**config.mk**
```make
export PLATFORM = sky130hd
export DESIGN_NAME = pipe_skid_stage
export DESIGN_NICKNAME = d
export VERILOG_FILES = /design/src/rtl/pipe_pkg.sv /design/src/rtl/pipe_slot.sv /design/src/rtl/pipe_skid_stage.sv
export SDC_FILE = /design/constraint.sdc
export NUM_CORES = 1
export LEC_CHECK = 0
export ABC_AREA = 1
export CORE_ASPECT_RATIO = 1.4
export CORE_MARGIN = 2
export CORE_UTILIZATION = 45
export CTS_BUF_LIST = sky130_fd_sc_hd__clkbuf_8 sky130_fd_sc_hd__clkbuf_16
export DETAILED_ROUTE_END_ITERATION = 10
export GPL_TIMING_DRIVEN = 0
export HOLD_SLACK_MARGIN = 0.05
export MAX_ROUTING_LAYER = met4
export PLACE_DENSITY = 0.76
export SYNTH_ARGS = -nofsm -noshare
export SYNTH_HDL_FRONTEND = slang
export SYNTH_SLANG_ARGS = --single-unit
```
**constraint.sdc**
```tcl
create_clock -name clk -period 1.4 [get_ports clk]
set_input_delay 0.28 -clock clk [delete_from_list [all_inputs] [get_ports clk]]
set_output_delay 0.28 -clock clk [all_outputs]
set_load 0.05 [all_outputs]
```
**src/rtl/pipe_pkg.sv**
```systemverilog
// Shared definitions for the pipeline stage register: exception codes,
// the NOP encoding, the default bundle layout and the occupancy states.
package pipe_pkg;

    localparam int DEF_DATA_W = 32;
    localparam int DEF_PC_W   = 32;
    localparam int DEF_EXC_W  = 5;

    localparam logic [DEF_EXC_W-1:0] EXC_NONE = 5'd0;
    localparam logic [DEF_EXC_W-1:0] EXC_ADEL = 5'd4;
    localparam logic [DEF_EXC_W-1:0] EXC_ADES = 5'd5;
    localparam logic [DEF_EXC_W-1:0] EXC_SYS  = 5'd8;
    localparam logic [DEF_EXC_W-1:0] EXC_BP   = 5'd9;
    localparam logic [DEF_EXC_W-1:0] EXC_RI   = 5'd10;
    localparam logic [DEF_EXC_W-1:0] EXC_OV   = 5'd12;

    localparam logic [DEF_DATA_W-1:0] NOP_INSTR = 32'h0000_0000;

    typedef struct packed {
        logic [DEF_DATA_W-1:0] instr;
        logic [DEF_PC_W-1:0]   pc;
        logic [DEF_EXC_W-1:0]  exc;
        logic                  bd;
    } bundle_t;

    // Occupancy doubles as the control state; the encoding is the entry count.
    typedef enum logic [1:0] {
        CNT_EMPTY = 2'd0,
        CNT_ONE   = 2'd1,
        CNT_TWO   = 2'd2
    } count_e;

endpackage

```
**src/rtl/pipe_slot.sv**
```systemverilog
// One bundle register. Clear wins over load so an emptied slot always reads
// back as a NOP bubble with no exception.
module pipe_slot
    import pipe_pkg::*;
#(
    parameter int DATA_W = 32,
    parameter int PC_W   = 32,
    parameter int EXC_W  = 5
) (
    input  logic              clk,
    input  logic              reset,
    input  logic              load,
    input  logic              clear,
    input  logic [DATA_W-1:0] d_instr,
    input  logic [PC_W-1:0]   d_pc,
    input  logic [EXC_W-1:0]  d_exc,
    input  logic              d_bd,
    output logic [DATA_W-1:0] q_instr,
    output logic [PC_W-1:0]   q_pc,
    output logic [EXC_W-1:0]  q_exc,
    output logic              q_bd
);

    logic [DATA_W-1:0] instr_d, instr_q;
    logic [PC_W-1:0]   pc_d, pc_q;
    logic [EXC_W-1:0]  exc_d, exc_q;
    logic              bd_d, bd_q;

    always_comb begin
        instr_d = instr_q;
        pc_d    = pc_q;
        exc_d   = exc_q;
        bd_d    = bd_q;
        if (clear) begin
            instr_d = DATA_W'(NOP_INSTR);
            pc_d    = '0;
            exc_d   = '0;
            bd_d    = 1'b0;
        end else if (load) begin
            instr_d = d_instr;
            pc_d    = d_pc;
            exc_d   = d_exc;
            bd_d    = d_bd;
        end
    end

    always_ff @(posedge clk) begin
        if (!reset) begin
            instr_q <= '0;
            pc_q    <= '0;
            exc_q   <= '0;
            bd_q    <= 1'b0;
        end else begin
            instr_q <= instr_d;
            pc_q    <= pc_d;
            exc_q   <= exc_d;
            bd_q    <= bd_d;
        end
    end

    assign q_instr = instr_q;
    assign q_pc    = pc_q;
    assign q_exc   = exc_q;
    assign q_bd    = bd_q;

endmodule

```
**src/rtl/pipe_skid_stage.sv**
```systemverilog
// Pipeline stage register with a two-entry skid buffer between CPU stages.
// Handshake: a bundle moves on a rising edge where valid & ready are both high;
// in_ready/out_valid come from count_q only, never from the opposite side's inputs.
module pipe_skid_stage
    import pipe_pkg::*;
#(
    parameter int DATA_W = 32,
    parameter int PC_W   = 32,
    parameter int EXC_W  = 5
) (
    input  logic              clk,
    input  logic              reset,
    input  logic              flush,
    input  logic              in_valid,
    output logic              in_ready,
    input  logic [DATA_W-1:0] in_instr,
    input  logic [PC_W-1:0]   in_pc,
    input  logic [EXC_W-1:0]  in_exc,
    input  logic              in_bd,
    output logic              out_valid,
    input  logic              out_ready,
    output logic [DATA_W-1:0] out_instr,
    output logic [PC_W-1:0]   out_pc,
    output logic [EXC_W-1:0]  out_exc,
    output logic              out_bd,
    output logic [1:0]        count
);

    count_e count_d, count_q;
    logic   accept, pop;
    logic   head_load, head_clr, head_from_skid;
    logic   skid_load, skid_clr;

    logic [DATA_W-1:0] skid_instr, head_d_instr;
    logic [PC_W-1:0]   skid_pc, head_d_pc;
    logic [EXC_W-1:0]  skid_exc, head_d_exc;
    logic              skid_bd, head_d_bd;

    assign in_ready  = (count_q != CNT_TWO);
    assign out_valid = (count_q != CNT_EMPTY);
    assign accept    = in_valid & in_ready;
    assign pop       = out_valid & out_ready;
    assign count     = count_q;

    always_comb begin
        count_d        = count_q;
        head_load      = 1'b0;
        head_clr       = 1'b0;
        head_from_skid = 1'b0;
        skid_load      = 1'b0;
        skid_clr       = 1'b0;
        if (flush) begin
            count_d  = CNT_EMPTY;
            head_clr = 1'b1;
            skid_clr = 1'b1;
        end else begin
            case (count_q)
                CNT_EMPTY: begin
                    if (accept) begin
                        count_d   = CNT_ONE;
                        head_load = 1'b1;
                    end
                end
                CNT_ONE: begin
                    if (accept && pop) begin
                        head_load = 1'b1;
                    end else if (accept) begin
                        count_d   = CNT_TWO;
                        skid_load = 1'b1;
                    end else if (pop) begin
                        count_d  = CNT_EMPTY;
                        head_clr = 1'b1;
                    end
                end
                CNT_TWO: begin
                    if (pop) begin
                        count_d        = CNT_ONE;
                        head_load      = 1'b1;
                        head_from_skid = 1'b1;
                        skid_clr       = 1'b1;
                    end
                end
                default: begin
                    count_d  = CNT_EMPTY;
                    head_clr = 1'b1;
                    skid_clr = 1'b1;
                end
            endcase
        end
    end

    always_ff @(posedge clk) begin
        if (!reset) count_q <= CNT_EMPTY;
        else        count_q <= count_d;
    end

    // The head refills from the skid slot when draining TWO, else from upstream.
    always_comb begin
        head_d_instr = head_from_skid ? skid_instr : in_instr;
        head_d_pc    = head_from_skid ? skid_pc    : in_pc;
        head_d_exc   = head_from_skid ? skid_exc   : in_exc;
        head_d_bd    = head_from_skid ? skid_bd    : in_bd;
    end

    pipe_slot #(.DATA_W(DATA_W), .PC_W(PC_W), .EXC_W(EXC_W)) u_head (
        .clk     (clk),
        .reset   (reset),
        .load    (head_load),
        .clear   (head_clr),
        .d_instr (head_d_instr),
        .d_pc    (head_d_pc),
        .d_exc   (head_d_exc),
        .d_bd    (head_d_bd),
        .q_instr (out_instr),
        .q_pc    (out_pc),
        .q_exc   (out_exc),
        .q_bd    (out_bd)
    );

    pipe_slot #(.DATA_W(DATA_W), .PC_W(PC_W), .EXC_W(EXC_W)) u_skid (
        .clk     (clk),
        .reset   (reset),
        .load    (skid_load),
        .clear   (skid_clr),
        .d_instr (in_instr),
        .d_pc    (in_pc),
        .d_exc   (in_exc),
        .d_bd    (in_bd),
        .q_instr (skid_instr),
        .q_pc    (skid_pc),
        .q_exc   (skid_exc),
        .q_bd    (skid_bd)
    );

endmodule

```
## After elaboration in Yosys (flattened, before gate mapping)

Index checks and enable logic that the tools add are counted.

- Multiply operators: 0
- Add/sub/neg operators: 0
- Mux-type cells: 26
- Reduce and logical (&&, ||, !) cells: 9
- $lt $le $gt $ge: 0
- Shift operators: 0
- Eq/ne operators: 7
- Div/mod/pow operators: 0
- Bitwise gates (word level): 3

Operator list:

| operator | number |
|---|---|
| 2-to-1 mux 32 bit | 2 |
| 2-to-1 mux 1 bit | 14 |
| 2-to-1 mux 2 bit | 5 |
| OR reduction 2 bit | 5 |
| != test 2 bit (second input constant) | 4 |
| one-hot mux 2 bit (3 select lines) | 1 |
| 2-to-1 mux 5 bit | 1 |
| one-hot mux 1 bit (2 select lines) | 2 |
| AND reduction 4 bit | 1 |
| != test 3 bit (second input constant) | 1 |
| one-hot mux 1 bit (3 select lines) | 1 |
| bitwise AND 1 bit | 2 |
| equality test 2 x 1 -> 1 bit (second input constant) | 1 |
| equality test 2 bit (second input constant) | 1 |
| logical NOT 2 bit | 1 |
| nonzero test 2 bit | 1 |
| logical AND 1 bit | 1 |
| NOT 1 bit | 1 |

- Bits in latches: 0
- Flip-flop bits (word level): 142
- Input port bits: 75
- Memories: 0
- Bits in writable memories: 0
- ROM bits: 0

## Longest topological paths before layout

- Depth after elaboration: 8
- Mapped depth: 9

## Hierarchy

Synthesis repeated with hierarchy kept, for this count alone.

- Cell total of the unflattened synthesis: 864
- Area, all modules: 6710.2 µm²

By module, submodules not included:

| module | times used | area each (µm²) | cells each |
|---|---|---|---|
| pipe_slot | 2 | 2706.3 | 305 |
| pipe_skid_stage | 1 | 1297.5 | 254 |

## Least setup slack after synthesis

Ideal clock, no wire load.

- Path type: register -> register
- Start point: register count_q[0], in the netlist count[0]
- End point: register u_skid.instr_q[10], in the netlist u_skid.q_instr[10]
- Library setup time: 0.115 ns
- Buffers on the path: 1
- Required time: 1.285 ns
- Stages on the path, launching flop included: 7
- Period minus slack after synthesis: 1.753 ns
- Setup slack: -0.353 ns
- Arrival: 1.638 ns
- Cells stage by stage: dfxtp_1 nand3_1 nor2_2 nand2_2 clkbuf_1 o21ai_1 nor2_1

- Longest elaborated chain between the ends: 6
- Elaborated cells on any way between the ends: 17
- Those cells by class: eq/ne (3); mux (7); bitwise (2); reduce/logical (5)

RTL lines:

| element | RTL line | source |
|---|---|---|
| from (decl) | pipe_skid_stage.sv:29 | `count_e count_d, count_q;` |
| from (signal assigned) | pipe_skid_stage.sv:94 | `else count_q <= count_d;` |
| nonzero test 2 bit or != test 2 bit (tied branches) | pipe_skid_stage.sv:40, pipe_skid_stage.sv:39 |  |
| bitwise AND 1 bit, on equally long branches | pipe_skid_stage.sv:42, pipe_skid_stage.sv:41 |  |
| 2-to-1 mux 1 bit (tied with other cells) | pipe_skid_stage.sv:76 | `if (pop) begin` |
| one-hot mux 1 bit (2 select lines) or 2-to-1 mux 1 bit (tied branches) | pipe_skid_stage.sv:57, pipe_skid_stage.sv:65 |  |
| 2-to-1 mux 1 bit, on equally long branches | pipe_skid_stage.sv:52, pipe_skid_stage.sv:57 |  |
| OR reduction 2 bit (no source line) or 2-to-1 mux 1 bit (tied branches) | -- |  |
| to (signal assigned) | pipe_slot.sv:54 | `instr_q <= instr_d;` |
| to (decl) | pipe_slot.sv:24 | `logic [DATA_W-1:0] instr_d, instr_q;` |

Several ways; a longest one is shown, not always the timed one.
A chain may end at the register's enable or synchronous reset.

## Final worst setup path

- Start point: input port in_valid
- End point: register u_skid.instr_q[30], in the netlist u_skid.q_instr[30]

- Longest elaborated chain between the ends: 5
- Elaborated cells on any way between the ends: 6
- Those cells by class: mux (4); bitwise (1); reduce/logical (1)

RTL lines:

| element | RTL line | source |
|---|---|---|
| from (decl) | pipe_skid_stage.sv:14 | `input logic in_valid,` |
| bitwise AND 1 bit (*) | pipe_skid_stage.sv:41 | `assign accept = in_valid & in_ready;` |
| 2-to-1 mux 1 bit or logical AND 1 bit (tied branches) | pipe_skid_stage.sv:67, pipe_skid_stage.sv:65 |  |
| 2-to-1 mux 1 bit (*) | pipe_skid_stage.sv:65 | `if (accept && pop) begin` |
| 2-to-1 mux 1 bit (*) | pipe_skid_stage.sv:57 | `case (count_q)` |
| 2-to-1 mux 1 bit (*) | pipe_skid_stage.sv:52 | `if (flush) begin` |

Every way passes the cells marked *; elsewhere a longest branch is shown, timed or not.

==> flow_summary_export.csv <==
group,metric,value,unit
setup_path,timing.reg2reg.setup_slack,-50,ps
synthesis,synth.top_cells.by_area,"sky130_fd_sc_hd__dfxtp_1 45%, sky130_fd_sc_hd__nand2_1 21%, sky130_fd_sc_hd__nor2_1 12%",
floorplan,design.die.area,15100,sq um
clocking,tritoncts_num_sinks,142,
setup_path,arrival,1780,ps
synthesis,ys_ff_latch,142,
synthesis,synth_seq_area_share,44.8,%
setup_path,cp_cell_sequence,"clkdlybuf4s50_1 > nand3_2 > nor2_4 > buf_12 > nand2_8 > clkbuf_16 > o21ai_1 > nor2_1",
synthesis,yosysUniqueCellTypes,20,
clocking,clock_insertion_delay_worst_skew,420,ps
sta,timing.final.max_slew_violations,0,
setup_path,reg2reg_to,"u_head.q_pc[3]",
power,power_per_cell_area,1120,nW/um^2
synthesis,synth_top_area_share,44.8,%
status,outcome,"complete, but fails checks",
setup_path,critical_path_required,1700,ps
setup_path,timing.critical_path.fanout_max,6,
floorplan,die_width,104,um
floorplan,fp.coreArea,13800,sq um
setup_path,r2r.worst_path.cells,8,
synthesis,synthesis.yosys.warnings,0,
floorplan,num_rows,51,
floorplan,starting_density,45.8,%
clocking,cts_tree,"built",
synthesis,syn-instance-count,1005,
drt,via_count,6796,
setup_path,crit_start,"in_valid",
sta,final-hold-violation-count,0,
clocking,ctsRootBufferMaster,"sky130_fd_sc_hd__clkbuf_16",
drt,detail_routed_via_count_per_cell,4.87,
global_route,grt.busiest_layer,"met2",
global_route,grtUsageMet2,41.3,%
layout,final_layout_size_suffix_gt1_share,21.9,%
layout,n_fill_cell,1216,
sta,unrepaired_setup_endpoints_after_global_routing,"yes",
sta,final-setup-viol-count,96,
sta,timing_worst_slew_pin_value,536,ps
placed_design,gp_congestion,0.841,
sta,worst_slack,-78.1,ps
sta,post-route-min-period,1480,ps
power,internal_power,7.60,mW
global_route,first_pass_grt_wire_length,29100,um
drt,drc,0,
hold_path,timing.hold.worst.start,"out_ready",
power,pwr-share-clk,46.5,%
clocking,clkSlewWorstSetupHoldPaths,70,ps
sta,timing.max_slew.rel_slack,64.3,%
status,violations,"negative setup slack",
clocking,clock_path_buffers,2,
placed_design,preCtsSetupSlack,-1100,ps
setup_path,endpoint,"u_skid.q_instr[30]",
drt,routed_wirelength,18700,um
setup_path,crit_slowest_cell,"sky130_fd_sc_hd__clkdlybuf4s50_1",
global_route,aggregate_global_route_resource_usage,24.4,%
global_route,antenna_found_initial,1,
placed_design,place_inst,1338,
clocking,cts_max_level,4,
drt,wl_per_cell,13.4,um
drt,drt_first_pass_iters,5,
placed_design,place_hpwl,11800,um
power,sw_power,2.80,mW
setup_path,worst_setup_path_start_kind,"input pin",
power,cellLeakagePower,4.41,nW
flow_run,drv_cap,0,
power,power.combinational.fraction,13.4,%
power,largest_vdd_supply_drop,0.726,mV
drt,ant_nets,0,
sta,final.period_utilization,106,%
floorplan,io-pin-count,149,
synthesis,synth_top_area_cell,"sky130_fd_sc_hd__dfxtp_1",
power,power.share.switching,26.9,%
clocking,cts_hold_buf,0,
layout,synthToLayoutAreaGrowth,46.7,%
synthesis,avgSynthCellArea,6.31,sq um
sta,fin_skew,8.26,ps
hold_path,worst_hold_path_type,"input pin to flop",
sta,maxClockFrequency,677,MHz
setup_path,worstReg2RegStart,"count[0]",
layout,final-instance-count-excl-fill,1395,
setup_path,worstSetupPathType,"input pin to flop",
power,power.sequential.fraction,40.1,%
setup_path,critical_path.max_stage_delay,590,ps
drt,drt_first_iter_violations,322,
placed_design,io_buffers,148,
synthesis,synth_fp_nets,1080,
global_route,globalRouteMet3Util,4.60,%
clocking,numCtsBuffers,17,
synthesis,cell_area_after_synthesis,6340,sq um
setup_path,cp-end-kind,"flop",
global_route,grt_overflow_total,0,
floorplan,vertical_extent_of_the_die,144,um
global_route,grt_pass1_vias,6179,
layout,layout.nets,1271,
global_route,pin_count_of_the_biggest_net_entering_global_routing,17,
global_route,use_met1,27.9,%
## layout make-up
cell class	instances	area, sq um	share of cell area, %
Timing Repair Buffer	171	1430	15.4
Sequential cell	142	2850	30.6
Inverter	79	307	3.30
Tap cell	185	231	2.49
Buffer	63	629	6.77
Antenna cell	1	2.50	0.0269
Clock buffer	19	453	4.87
Clock inverter	13	175	1.88
Multi-Input combinational cell	722	3220	34.6
## worst max-delay path: cells and delay by family
kind	cells	cell delay [ps]
AOI/OAI and AO/OA	1	130
buffers and inverters	3	940
and+or+nand+nor	4	420
## power by group through the flow
stage               logic (mW)  registers, mW  clock network [mW]
floorplan                0.499           4.51                   0
global placement          1.27           4.26                   0
detailed placement        1.28           4.26                   0
CTS                       1.31           4.17                4.86
global route              1.52           4.18                5.04
finish                    1.40           4.17                4.84
## placed cells by master (no fill, tap or decap), types with 11 or more instances in the layout
master / count
sky130_fd_sc_hd__nand2_1: 343
sky130_fd_sc_hd__nor2_1: 196
sky130_fd_sc_hd__dfxtp_1: 140
sky130_fd_sc_hd__buf_2: 74
sky130_fd_sc_hd__inv_1: 73
sky130_fd_sc_hd__clkdlybuf4s50_1: 72
sky130_fd_sc_hd__a21oi_1: 59
sky130_fd_sc_hd__o21ai_1: 51
sky130_fd_sc_hd__buf_4: 28
sky130_fd_sc_hd__buf_6: 23
sky130_fd_sc_hd__clkbuf_16: 22
sky130_fd_sc_hd__o21ai_2: 18
sky130_fd_sc_hd__buf_8: 16
sky130_fd_sc_hd__nor2_2: 12
sky130_fd_sc_hd__a21oi_2: 12
sky130_fd_sc_hd__nand2_2: 11
## flip-flops by register name (all words and copies together), names as in the netlist
name            count
count               2
u_head.q_bd         1
u_skid.q_exc        5
u_skid.q_instr     32
u_head.q_instr     32
u_head.q_exc        5
u_head.q_pc        32
u_skid.q_bd         1
u_skid.q_pc        32
## routing by layer
| metal | routed length, um | part of all wire, % |
|---|---|---|
| met5 | 0 | 0 |
| met4 | 608 | 3.2 |
| met3 | 1050 | 5.6 |
| met2 | 9550 | 51 |
| met1 | 7510 | 40 |
## stage by stage
| stage | hold slack [ps] | cell area [sq um] | setup TNS (ps) | total power [mW] | utilization [%] |
|---|---|---|---|---|---|
| finish | 390 | 9300 | -1690 | 10.4 | 67.2 |
| global route | 400 | 9300 | -12130 | 10.7 | 67.2 |
| CTS | 355 | 8880 | -230 | 10.3 | 64.1 |
| detailed placement | 469 | 8070 | -120190 | 5.54 | 58.3 |
| global placement | 460 | 8070 | -113450 | 5.53 | 58.3 |
| floorplan | 349 | 6350 | 0 | 5.01 | - |
## kinds of logic after synthesis
family	Yosys count	share of synthesized area [%]
and+or+nand+nor	575	34.4
DFF	142	44.8
buffers and inverters	143	9.19
AOI/OAI and AO/OA	145	11.6
## Yosys cell counts
cell type	instances
sky130_fd_sc_hd__a211oi_1	1
sky130_fd_sc_hd__a21oi_1	71
sky130_fd_sc_hd__a31o_2	1
sky130_fd_sc_hd__a31oi_1	1
sky130_fd_sc_hd__buf_2	34
sky130_fd_sc_hd__buf_4	1
sky130_fd_sc_hd__clkbuf_1	29
sky130_fd_sc_hd__dfxtp_1	142
sky130_fd_sc_hd__inv_1	76
sky130_fd_sc_hd__inv_2	3
sky130_fd_sc_hd__nand2_1	355
sky130_fd_sc_hd__nand2_2	1
sky130_fd_sc_hd__nand3_1	3
sky130_fd_sc_hd__nand3_2	1
sky130_fd_sc_hd__nand4_1	1
sky130_fd_sc_hd__nor2_1	211
sky130_fd_sc_hd__nor2_2	3
sky130_fd_sc_hd__o211ai_1	1
sky130_fd_sc_hd__o21ai_0	56
sky130_fd_sc_hd__o21ai_1	14
## worst min path at each step
stage	to	depth (start not counted)	slack, ps
3_5_place_dp	u_skid.q_pc[7]	2	470
6_report	count[1]	2	390
5_1_grt	count[1]	2	400
4_1_cts	count[1]	2	360
2_1_floorplan	count[1]	1	350
3_3_place_gp	u_skid.q_pc[7]	2	460
## timing repair
| item | in CTS | in global routing |
|---|---|---|
| pin swaps | 10 | 12 |
| setup buffers | 12 | 3 |
| resized for setup | 518 | 150 |
| setup endpoints to repair | 214 | 153 |
| gates cloned | 4 | 6 |
Note: power is estimated with default switching activity, not from simulation.
